## src/rtl/fft_sequencer.sv

```systemverilog
// fft_sequencer: stage/butterfly issue sequencer for a radix-2 FFT datapath.
// Issues 2^(L-1) butterflies per stage over L stages. After each stage it
// waits PIPE_DEPTH cycles for the butterfly pipeline to drain. It also
// tracks datapath overflow per stage to produce a block scaling exponent.
// Optional feature macro: FFT_SEQ_TIMEOUT_EN. When it is defined, 256
// consecutive stalled RUN cycles abort the run to ERR.
//
//   state | meaning
//   IDLE  | waiting for fft_start_i
//   CHECK | validating the latched log2 length
//   RUN   | issuing butterflies of the current stage
//   DRAIN | waiting PIPE_DEPTH cycles for the pipeline to empty
//   DONE  | one-cycle completion pulse
//   ERR   | one-cycle error pulse (bad length or stall timeout)
module fft_sequencer #(
  parameter int FFT_MAX_LENGTH_LOG2 = 12,
  parameter int PIPE_DEPTH          = 4
) (
  input  logic                           clk_i,
  input  logic                           reset_n_i,
  input  logic                           fft_start_i,
  input  logic                           fft_reset_i,
  input  logic [11:0]                    fft_length_log2_i,
  input  logic                           bfly_ready_i,
  input  logic                           bfly_ovf_i,
  output logic                           bfly_valid_o,
  output logic [3:0]                     stage_o,
  output logic [FFT_MAX_LENGTH_LOG2-2:0] bfly_idx_o,
  output logic                           fft_busy_o,
  output logic                           fft_done_o,
  output logic                           fft_error_o,
  output logic                           overflow_detect_o,
  output logic [3:0]                     scale_exp_o
);

  localparam int IW = FFT_MAX_LENGTH_LOG2 - 1;

  localparam logic [2:0] S_IDLE  = 3'd0;
  localparam logic [2:0] S_CHECK = 3'd1;
  localparam logic [2:0] S_RUN   = 3'd2;
  localparam logic [2:0] S_DRAIN = 3'd3;
  localparam logic [2:0] S_DONE  = 3'd4;
  localparam logic [2:0] S_ERR   = 3'd5;

  localparam logic [3:0] DRAIN_LOAD = 4'(PIPE_DEPTH - 1);

  logic [2:0]    state;
  logic [2:0]    state_nxt;
  logic [11:0]   len_log2;
  logic [3:0]    stage;
  logic [3:0]    stage_last;
  logic [IW-1:0] idx;
  logic [IW-1:0] idx_last;
  logic [3:0]    drain_cnt;
  logic          ovf_sticky;
  logic          stage_mark;
  logic [3:0]    scale_exp;
  logic          len_bad;
  logic          tmo_hit;

  // Limits derived from the latched length; only meaningful once CHECK passed.
  assign idx_last   = IW'((32'd1 << (len_log2 - 12'd1)) - 32'd1);
  assign stage_last = len_log2[3:0] - 4'd1;
  assign len_bad    = (len_log2 < 12'd3) || (len_log2 > 12'(FFT_MAX_LENGTH_LOG2));

`ifdef FFT_SEQ_TIMEOUT_EN
  logic [7:0] tmo_cnt;

  // Stall watchdog: counts down over consecutive not-ready RUN cycles.
  always_ff @(posedge clk_i or negedge reset_n_i) begin
    if (!reset_n_i)
      tmo_cnt <= 8'hFF;
    else if (state != S_RUN || bfly_ready_i || fft_reset_i)
      tmo_cnt <= 8'hFF;
    else if (tmo_cnt != 8'd0)
      tmo_cnt <= tmo_cnt - 8'd1;
  end

  assign tmo_hit = (state == S_RUN) && !bfly_ready_i && (tmo_cnt == 8'd0);
`else
  assign tmo_hit = 1'b0;
`endif

  // Next-state decode; the synchronous abort overrides every other event.
  always_comb begin
    state_nxt = state;
    case (state)
      S_IDLE:  if (fft_start_i) state_nxt = S_CHECK;
      S_CHECK: state_nxt = len_bad ? S_ERR : S_RUN;
      S_RUN: begin
        if (tmo_hit)
          state_nxt = S_ERR;
        else if (bfly_ready_i && (idx == idx_last))
          state_nxt = S_DRAIN;
      end
      S_DRAIN: begin
        if (drain_cnt == 4'd0)
          state_nxt = (stage == stage_last) ? S_DONE : S_RUN;
      end
      S_DONE:  state_nxt = S_IDLE;
      S_ERR:   state_nxt = S_IDLE;
      default: state_nxt = S_IDLE;
    endcase
    if (fft_reset_i)
      state_nxt = S_IDLE;
  end

  // State register.
  always_ff @(posedge clk_i or negedge reset_n_i) begin
    if (!reset_n_i)
      state <= S_IDLE;
    else
      state <= state_nxt;
  end

  // Length latch, stage/idx counters, drain timer and overflow bookkeeping.
  always_ff @(posedge clk_i or negedge reset_n_i) begin
    if (!reset_n_i) begin
      len_log2   <= '0;
      stage      <= '0;
      idx        <= '0;
      drain_cnt  <= '0;
      ovf_sticky <= 1'b0;
      stage_mark <= 1'b0;
      scale_exp  <= '0;
    end else if (fft_reset_i) begin
      // scale_exp deliberately survives an abort
      stage      <= '0;
      idx        <= '0;
      drain_cnt  <= '0;
      stage_mark <= 1'b0;
    end else begin
      case (state)
        S_IDLE: begin
          if (fft_start_i) begin
            len_log2   <= fft_length_log2_i;
            ovf_sticky <= 1'b0;
            stage_mark <= 1'b0;
            scale_exp  <= '0;
          end
        end
        S_CHECK: begin
          stage <= '0;
          idx   <= '0;
        end
        S_RUN: begin
          if (bfly_ovf_i) begin
            ovf_sticky <= 1'b1;
            stage_mark <= 1'b1;
          end
          if (bfly_ready_i) begin
            idx <= idx + IW'(1);
            if (idx == idx_last)
              drain_cnt <= DRAIN_LOAD;
          end
        end
        S_DRAIN: begin
          if (bfly_ovf_i)
            ovf_sticky <= 1'b1;
          if (drain_cnt != 4'd0) begin
            drain_cnt <= drain_cnt - 4'd1;
            if (bfly_ovf_i)
              stage_mark <= 1'b1;
          end else begin
            // overflow seen in the very last drain cycle still marks this stage
            stage_mark <= 1'b0;
            if ((stage_mark || bfly_ovf_i) && (scale_exp != 4'hF))
              scale_exp <= scale_exp + 4'd1;
            if (stage != stage_last) begin
              stage <= stage + 4'd1;
              idx   <= '0;
            end
          end
        end
        default: ;
      endcase
    end
  end

  assign bfly_valid_o      = (state == S_RUN);
  assign stage_o           = stage;
  assign bfly_idx_o        = idx;
  assign fft_busy_o        = (state != S_IDLE);
  assign fft_done_o        = (state == S_DONE);
  assign fft_error_o       = (state == S_ERR);
  assign overflow_detect_o = (state == S_DONE) && ovf_sticky;
  assign scale_exp_o       = scale_exp;

endmodule

```

## config.mk

```make
export PLATFORM = sky130hd
export DESIGN_NAME = fft_sequencer
export DESIGN_NICKNAME = d
export VERILOG_FILES = /design/src/rtl/fft_sequencer.sv
export SDC_FILE = /design/constraint.sdc
export NUM_CORES = 1
export LEC_CHECK = 0
export ABC_AREA = 1
export ABC_CLOCK_PERIOD_IN_PS = 8400
export BUFFER_PORTS_ARGS = -buffer_cell sky130_fd_sc_hd__buf_2
export CAP_MARGIN = 20
export CELL_PAD_IN_SITES_DETAIL_PLACEMENT = 0
export CELL_PAD_IN_SITES_GLOBAL_PLACEMENT = 1
export CORE_MARGIN = 2
export CORE_UTILIZATION = 44
export CTS_CLUSTER_DIAMETER = 200
export DETAILED_ROUTE_END_ITERATION = 8
export GPL_ROUTABILITY_DRIVEN = 0
export PLACE_DENSITY_LB_ADDON = 0.1
export SLEW_MARGIN = 20
export SYNTH_ARGS = -nofsm -noshare
export SYNTH_HDL_FRONTEND = slang
export SYNTH_SLANG_ARGS = --single-unit
```

## constraint.sdc

```tcl
create_clock -name clk_i -period 8.4 [get_ports clk_i]
set_clock_uncertainty 0.05 [all_clocks]
set_input_delay 1.26 -clock clk_i [delete_from_list [all_inputs] [get_ports clk_i]]
set_output_delay 1.26 -clock clk_i [all_outputs]
set_load 0.05 [all_outputs]
```

# Yosys cells after proc, flatten, opt, wreduce, memory -nomap -nowiden
# Index checks and enable logic that the tools add are counted.
# totals
word_cells	96
ff_bits	40
# classes
eq_ne	21
magnitude_cmp	2
bitwise	1
addsub	7
shifts	1
reduce_logical	24
mux	32
# ops
operator	n
two-way mux 11 bit	4
two-way mux 4 bit	10
one-hot mux 11 bit (3 select lines)	1
one-hot mux 4 bit (2 select lines)	3
two-way mux 3 bit	6
!= test 3 bit, second input constant	6
> comparator 12 x 4 -> 1 bit, second input constant	1
less-than comparator 12 x 2 -> 1 bit, second input constant	1
one-hot mux 3 bit (4 select lines)	1
AND reduction 4 bit	3
nonzero test 4 bit	3
left shift 1 x 12 -> 11 bit, first input constant	1
subtractor 12 x 1 -> 12 bit, second input constant	1
adder 11 x 1 -> 11 bit, second input constant	1
equality test 11 bit	1
subtractor 11 x 1 -> 11 bit, second input constant	1
AND reduction 3 bit	3
nonzero test 3 bit	3
adder 4 x 1 -> 4 bit, second input constant	2
subtractor 4 x 1 -> 4 bit, second input constant	2
equality test 3 x 2 -> 1 bit, second input constant	2
equality test 3 bit, second input constant	2
!= test 2 bit, second input constant	3
!= test 3 x 2 -> 1 bit, second input constant	2
other kinds (17)	25

# Logic depth before layout (Yosys ltp)
# depth
ltp_word	8
mapped_depth	28
mapped_depth_nobuf	28

# Worst setup path after synthesis
# OpenSTA, ideal clock, no wires.
# synth_timing
path_kind	register to register
startpoint	register len_log2[0]
endpoint	register drain_cnt[3]
arrival_ns	3.083
path_stages_with_launch	28
setup_ns	0.117
setup_slack_ns	5.150
path_cell_list	dfrtp_1 inv_2 ha_1 nand2_2 nor2_4 nand2_1 nand2_1 nand2_1 inv_1 nand2_1 nor2_4 nand4_1 ha_1 a21oi_1 o21a_1 nand2_1 nor2_1 nand2_1 nor2_1 nand3_1 nor2_1 nand2_1 nor2_1 nand2_1 nand2_4 nand2_2 nand2_1 nand2_1
# synth_via
elab_chain_len	6
# synth_rtl
element	line	rtl
start, declared	49	logic [11:0] len_log2;
start signal, assigned	136	len_log2 <= fft_length_log2_i;
subtractor 12 x 1 -> 12 bit	62	assign idx_last = IW'((32'd1 << (len_log2 - 12'd1)) - 32'd1);
left shift 1 x 12 -> 11 bit	62	
subtractor 11 x 1 -> 11 bit	62	
equality test 11 bit	153	if (idx == idx_last)
!= test 3 x 2 -> 1 bit (no line)	n/a	
AND reduction 4 bit (no line)	n/a	
end signal, assigned	161	drain_cnt <= drain_cnt - 4'd1;
end, declared	54	logic [3:0] drain_cnt;
# Every way passes these cells.
# A chain may end at the register's enable or synchronous reset.

# Worst setup path after layout
# layout_timing
startpoint	register len_log2[0]
endpoint	register drain_cnt[2]
# Same word-level chain as after synthesis.

==> Flow_metrics.wiki <==
{| class="wikitable"
! Metric !! Value
|-
| Async set-or-reset flop fraction in the synthesized netlist || 100%
|-
| Multi-input logic area || 1740 um2
|-
| Most area-hungry cell type in the Yosys netlist || dfrtp_1
|-
| Clock Sink Count || 40
|-
| Drt drc || 0
|-
| Critical Path Max Stage Delay || 480 ps
|-
| Cells resized by post-CTS repair || 0
|-
| Class of the most critical hold timing path || reg2reg
|-
| First drt pass iteration count || 4
|-
| Number of buffers inserted by port buffering || 41
|-
| Antenna Violating Nets Remaining || 0
|-
| IR drop worst, VDD || 0.000129 V
|-
| Leakage || 1.78 nW
|-
| Detailed Place HPWL || 5800 um
|-
| Slowest stage cell on the critical path || dfrtp_1
|-
| Global-route usage over all layers || 21.3%
|-
| Initial antenna violation count || 0
|-
| Seq/Total Area, Yosys || 32.9%
|-
| Sequential group share of total power || 32.0%
|-
| Floorplan die height || 87.2 um
|-
| Post-layout nets || 529
|-
| Path type of the worst setup path || reg2reg
|-
| CTS Root Buffer Type || clkbuf_8
|-
| Die area || 7610 um2
|-
| Global routing's busiest layer || met2
|-
| Deepest level of the CTS H-tree || 2
|-
| Synth Area per Inst || 6.65 um2
|-
| Total congestion overflow after global routing || 0
|-
| Drt via density || 5.10
|-
| Largest net degree at the start of global routing || 41
|-
| Global-route wire length before repair || 12,900 um
|-
| # rows || 30
|-
| Sum of negative setup slack || 0 ps
|-
| Final Hold Violating Endpoints || 0
|-
| Startpoint class of the critical path || register
|-
| Worst min-delay path startpoint || drain_cnt[1]
|-
| TritonCTS clock tree || yes
|-
| RSZ-0062 raised after global routing || false
|-
| Prevailing post-synth register cell || dfrtp_1
|-
| Ports || 42
|-
| Fin worst setup slack || 4740 ps
|-
| Routed vias || 2,986
|-
| Number of fill cells in the layout || 769
|-
| Synthesis-stage register bit count || 40
|-
| Final setup violation count || 0
|-
| Launching element of the worst setup path || len_log2[0]
|-
| Type of destination of the critical path || register
|-
| Clock latency of the later-clocked register in the worst-skew pair || 300 ps
|-
| Startpoint of the lowest-slack register-to-register path || len_log2[0]
|-
| Total wire length || 7530 um
|-
| Share of cells above drive strength 1 || 15.8%
|-
| Fin crit share || 43.6%
|-
| Top post-synthesis cells by area || dfrtp_1 (33%), nand2_1 (16%), inv_1 (8.9%)
|-
| Vias in the first global route || 2,783
|-
| Max-Cap Viols || 0
|-
| Met2 usage || 34.8%
|-
| Total setup buffers inserted after CTS || 0
|-
| Post-synth top area share || 32.9%
|-
| Clock buffer count from CTS || 5
|-
| Fraction of the core area covered by cells at the end of the flow || 51.2%
|-
| Cell with the most instances on the worst path || nand2_1
|-
| Final critical-path required period || 3660 ps
|-
| Clock tree buffer depth || 2
|-
| Warnings from Yosys || 0
|-
| Sequential standard cell area || 1000 um2
|-
| Data arrival time of the critical path || 3810 ps
|-
| Share of power burned in the clock network || 19.6%
|-
| CP required || 8550 ps
|-
| Clock slew at the register clock pins of the worst setup and hold paths || 90 ps
|-
| Ratio of total power to cell area || 247 nW/um2
|-
| Comb power frac || 48.4%
|-
| Antenna diodes || 0
|-
| Final routed wire length divided by cell count || 12.9 um
|-
| Global routing usage on met3 || 3.51%
|-
| Least-Margin Pin Slew || 923 ps
|-
| Worst slew slack as a fraction of its limit || 38.5%
|-
| Final count of pins violating max slew || 0
|-
| Cell count after synthesis || 458
|-
| Max FO, Critical Path || 10
|-
| Yosys cell types || 40
|-
| Filler-free cell count of the finished design || 585
|-
| Result of the run || finished, final reports clean
|-
| Net load switching power || 0.416 mW
|-
| Cell Area, Synth || 3050 um2
|-
| Post-Syn Nets || 483
|-
| Count of hold buffers inserted by post-cts repair || 0
|-
| Int Power || 0.439 mW
|-
| Initial cell density of the core || 45.1%
|-
| Minimum setup slack after placement || 4780 ps
|-
| Initial DRC count || 124
|-
| Number of placed cells counting well taps || 577
|-
| Core Region || 6760 um2
|-
| Sw Share || 48.6%
|-
| Max Freq || 0.273 GHz
|-
| Overall die width || 87.2 um
|-
| Relative area change from synthesis to final layout || 13.6%
|-
| Met1 demand-to-capacity share in global routing || 29.2%
|-
| Cells traversed along the worst timing path || inv_2, ha_1, inv_1, nand2_1, nand2_1, nor3_2, nand4_1, ha_1, a21oi_1, o21a_1, nand2_1, nor2_1, nand2_1, nor2_1, nand3_1, nor2_1, nand2_1, nor2_1, nand2_1, nand2_4, nand2_2, nand2_1, nand2_1
|-
| Count of flip-flops with a built-in enable after synthesis || 0
|}
==> per-stage QoR <==
| step | power, mW | instance area, um2 | hold WS [ps] |
|---|---|---|---|
| floorplan | 0.599 | 3050 | 392 |
| global placement | 0.688 | 3340 | 408 |
| detailed placement | 0.690 | 3340 | 424 |
| CTS | 0.862 | 3460 | 448 |
| global route | 0.934 | 3460 | 467 |
| finish | 0.855 | 3460 | 436 |
==> synth_stat cells, types with 2 or more instances <==
master	instances
nand2_1	128
inv_1	72
nor2_1	46
dfrtp_1	40
nand3_1	31
o21ai_0	26
a21oi_1	16
nand4_1	15
nor3_1	11
ha_1	7
nor2_2	6
nor2_4	6
nand2_2	5
xor2_1	5
o211ai_1	4
inv_2	3
nor3_2	3
o21a_1	3
o21ai_1	3
a211oi_1	2
clkbuf_1	2
clkinv_1	2
nand2_4	2
nand3_2	2
nand3b_1	2
nor4_1	2
==> critical path: cells and delay by family (launching register included) <==
kind / cells / cell delay, ps
adders and majority gates: 2 / 650
DFF: 1 / 480
and+or+nand+nor: 17 / 1800
AOI/OAI and AO/OA: 2 / 280
buffers and inverters: 2 / 290
==> registers in the layout (all words and copies together), names as in the netlist <==
register	flops
bfly_idx_o	11
drain_cnt	4
len_log2	12
ovf_sticky	1
scale_exp_o	4
stage_mark	1
stage_o	4
state	3
==> power groups by stage <==
stage	sequential (mW)	combinational, mW	clock [mW]
2_1_floorplan	0.266	0.333	0
3_3_place_gp	0.276	0.411	0
5_1_grt	0.281	0.474	0.179
6_report	0.273	0.414	0.168
3_5_place_dp	0.275	0.415	0
4_1_cts	0.273	0.416	0.173
==> path summary, 6_finish.rpt <==
check                               end  slack, ps  cells after the start
max reg2reg                drain_cnt[2]       4740                     23
max in group asynchronous   len_log2[1]       6690                      1
max                        drain_cnt[2]       4740                     23
min                        drain_cnt[1]        440                      2
min in group asynchronous   len_log2[7]       1040                      1
min reg2reg                drain_cnt[1]        440                      2
==> cell type report <==
class | instances | share of cell area (%)
Tap cell | 80 | 2.89
Multi-Input combinational cell | 338 | 50.3
Sequential cell | 40 | 28.9
Clock buffer | 5 | 1.99
Timing Repair Buffer | 42 | 6.15
Clock inverter | 3 | 1.34
Inverter | 77 | 8.35
==> metal layers <==
layer	vias to the layer above	part of all wire [%]
met2	48	47
met5	-	0
met4	0	1.2
met1	1362	49
met3	9	3.6
li1	1567	-
==> cells by family after synthesis <==
family | synth area share, %
AOI/OAI and AO/OA | 11.4
xor gates and xnor gates | 2.63
adders and majority gates | 2.87
buffers and inverters | 9.98
DFF | 32.9
and+or+nand+nor | 40.2
==> layout by cell type, fill, tap and decap left out, types with 3 or more instances in the layout <==
master / instances
clkbuf_8: 5
nor2_2: 6
nor3_1: 11
nand3_1: 31
ha_1: 7
nor3_2: 3
o21a_1: 3
a21oi_1: 16
o211ai_1: 4
inv_2: 3
buf_2: 41
nand2_1: 128
o21ai_1: 3
o21ai_0: 26
xor2_1: 5
nand2_2: 5
dfrtp_1: 40
nor2_4: 6
nor2_1: 46
nand4_1: 15
inv_1: 72
Power figures use the tool's default switching activity.
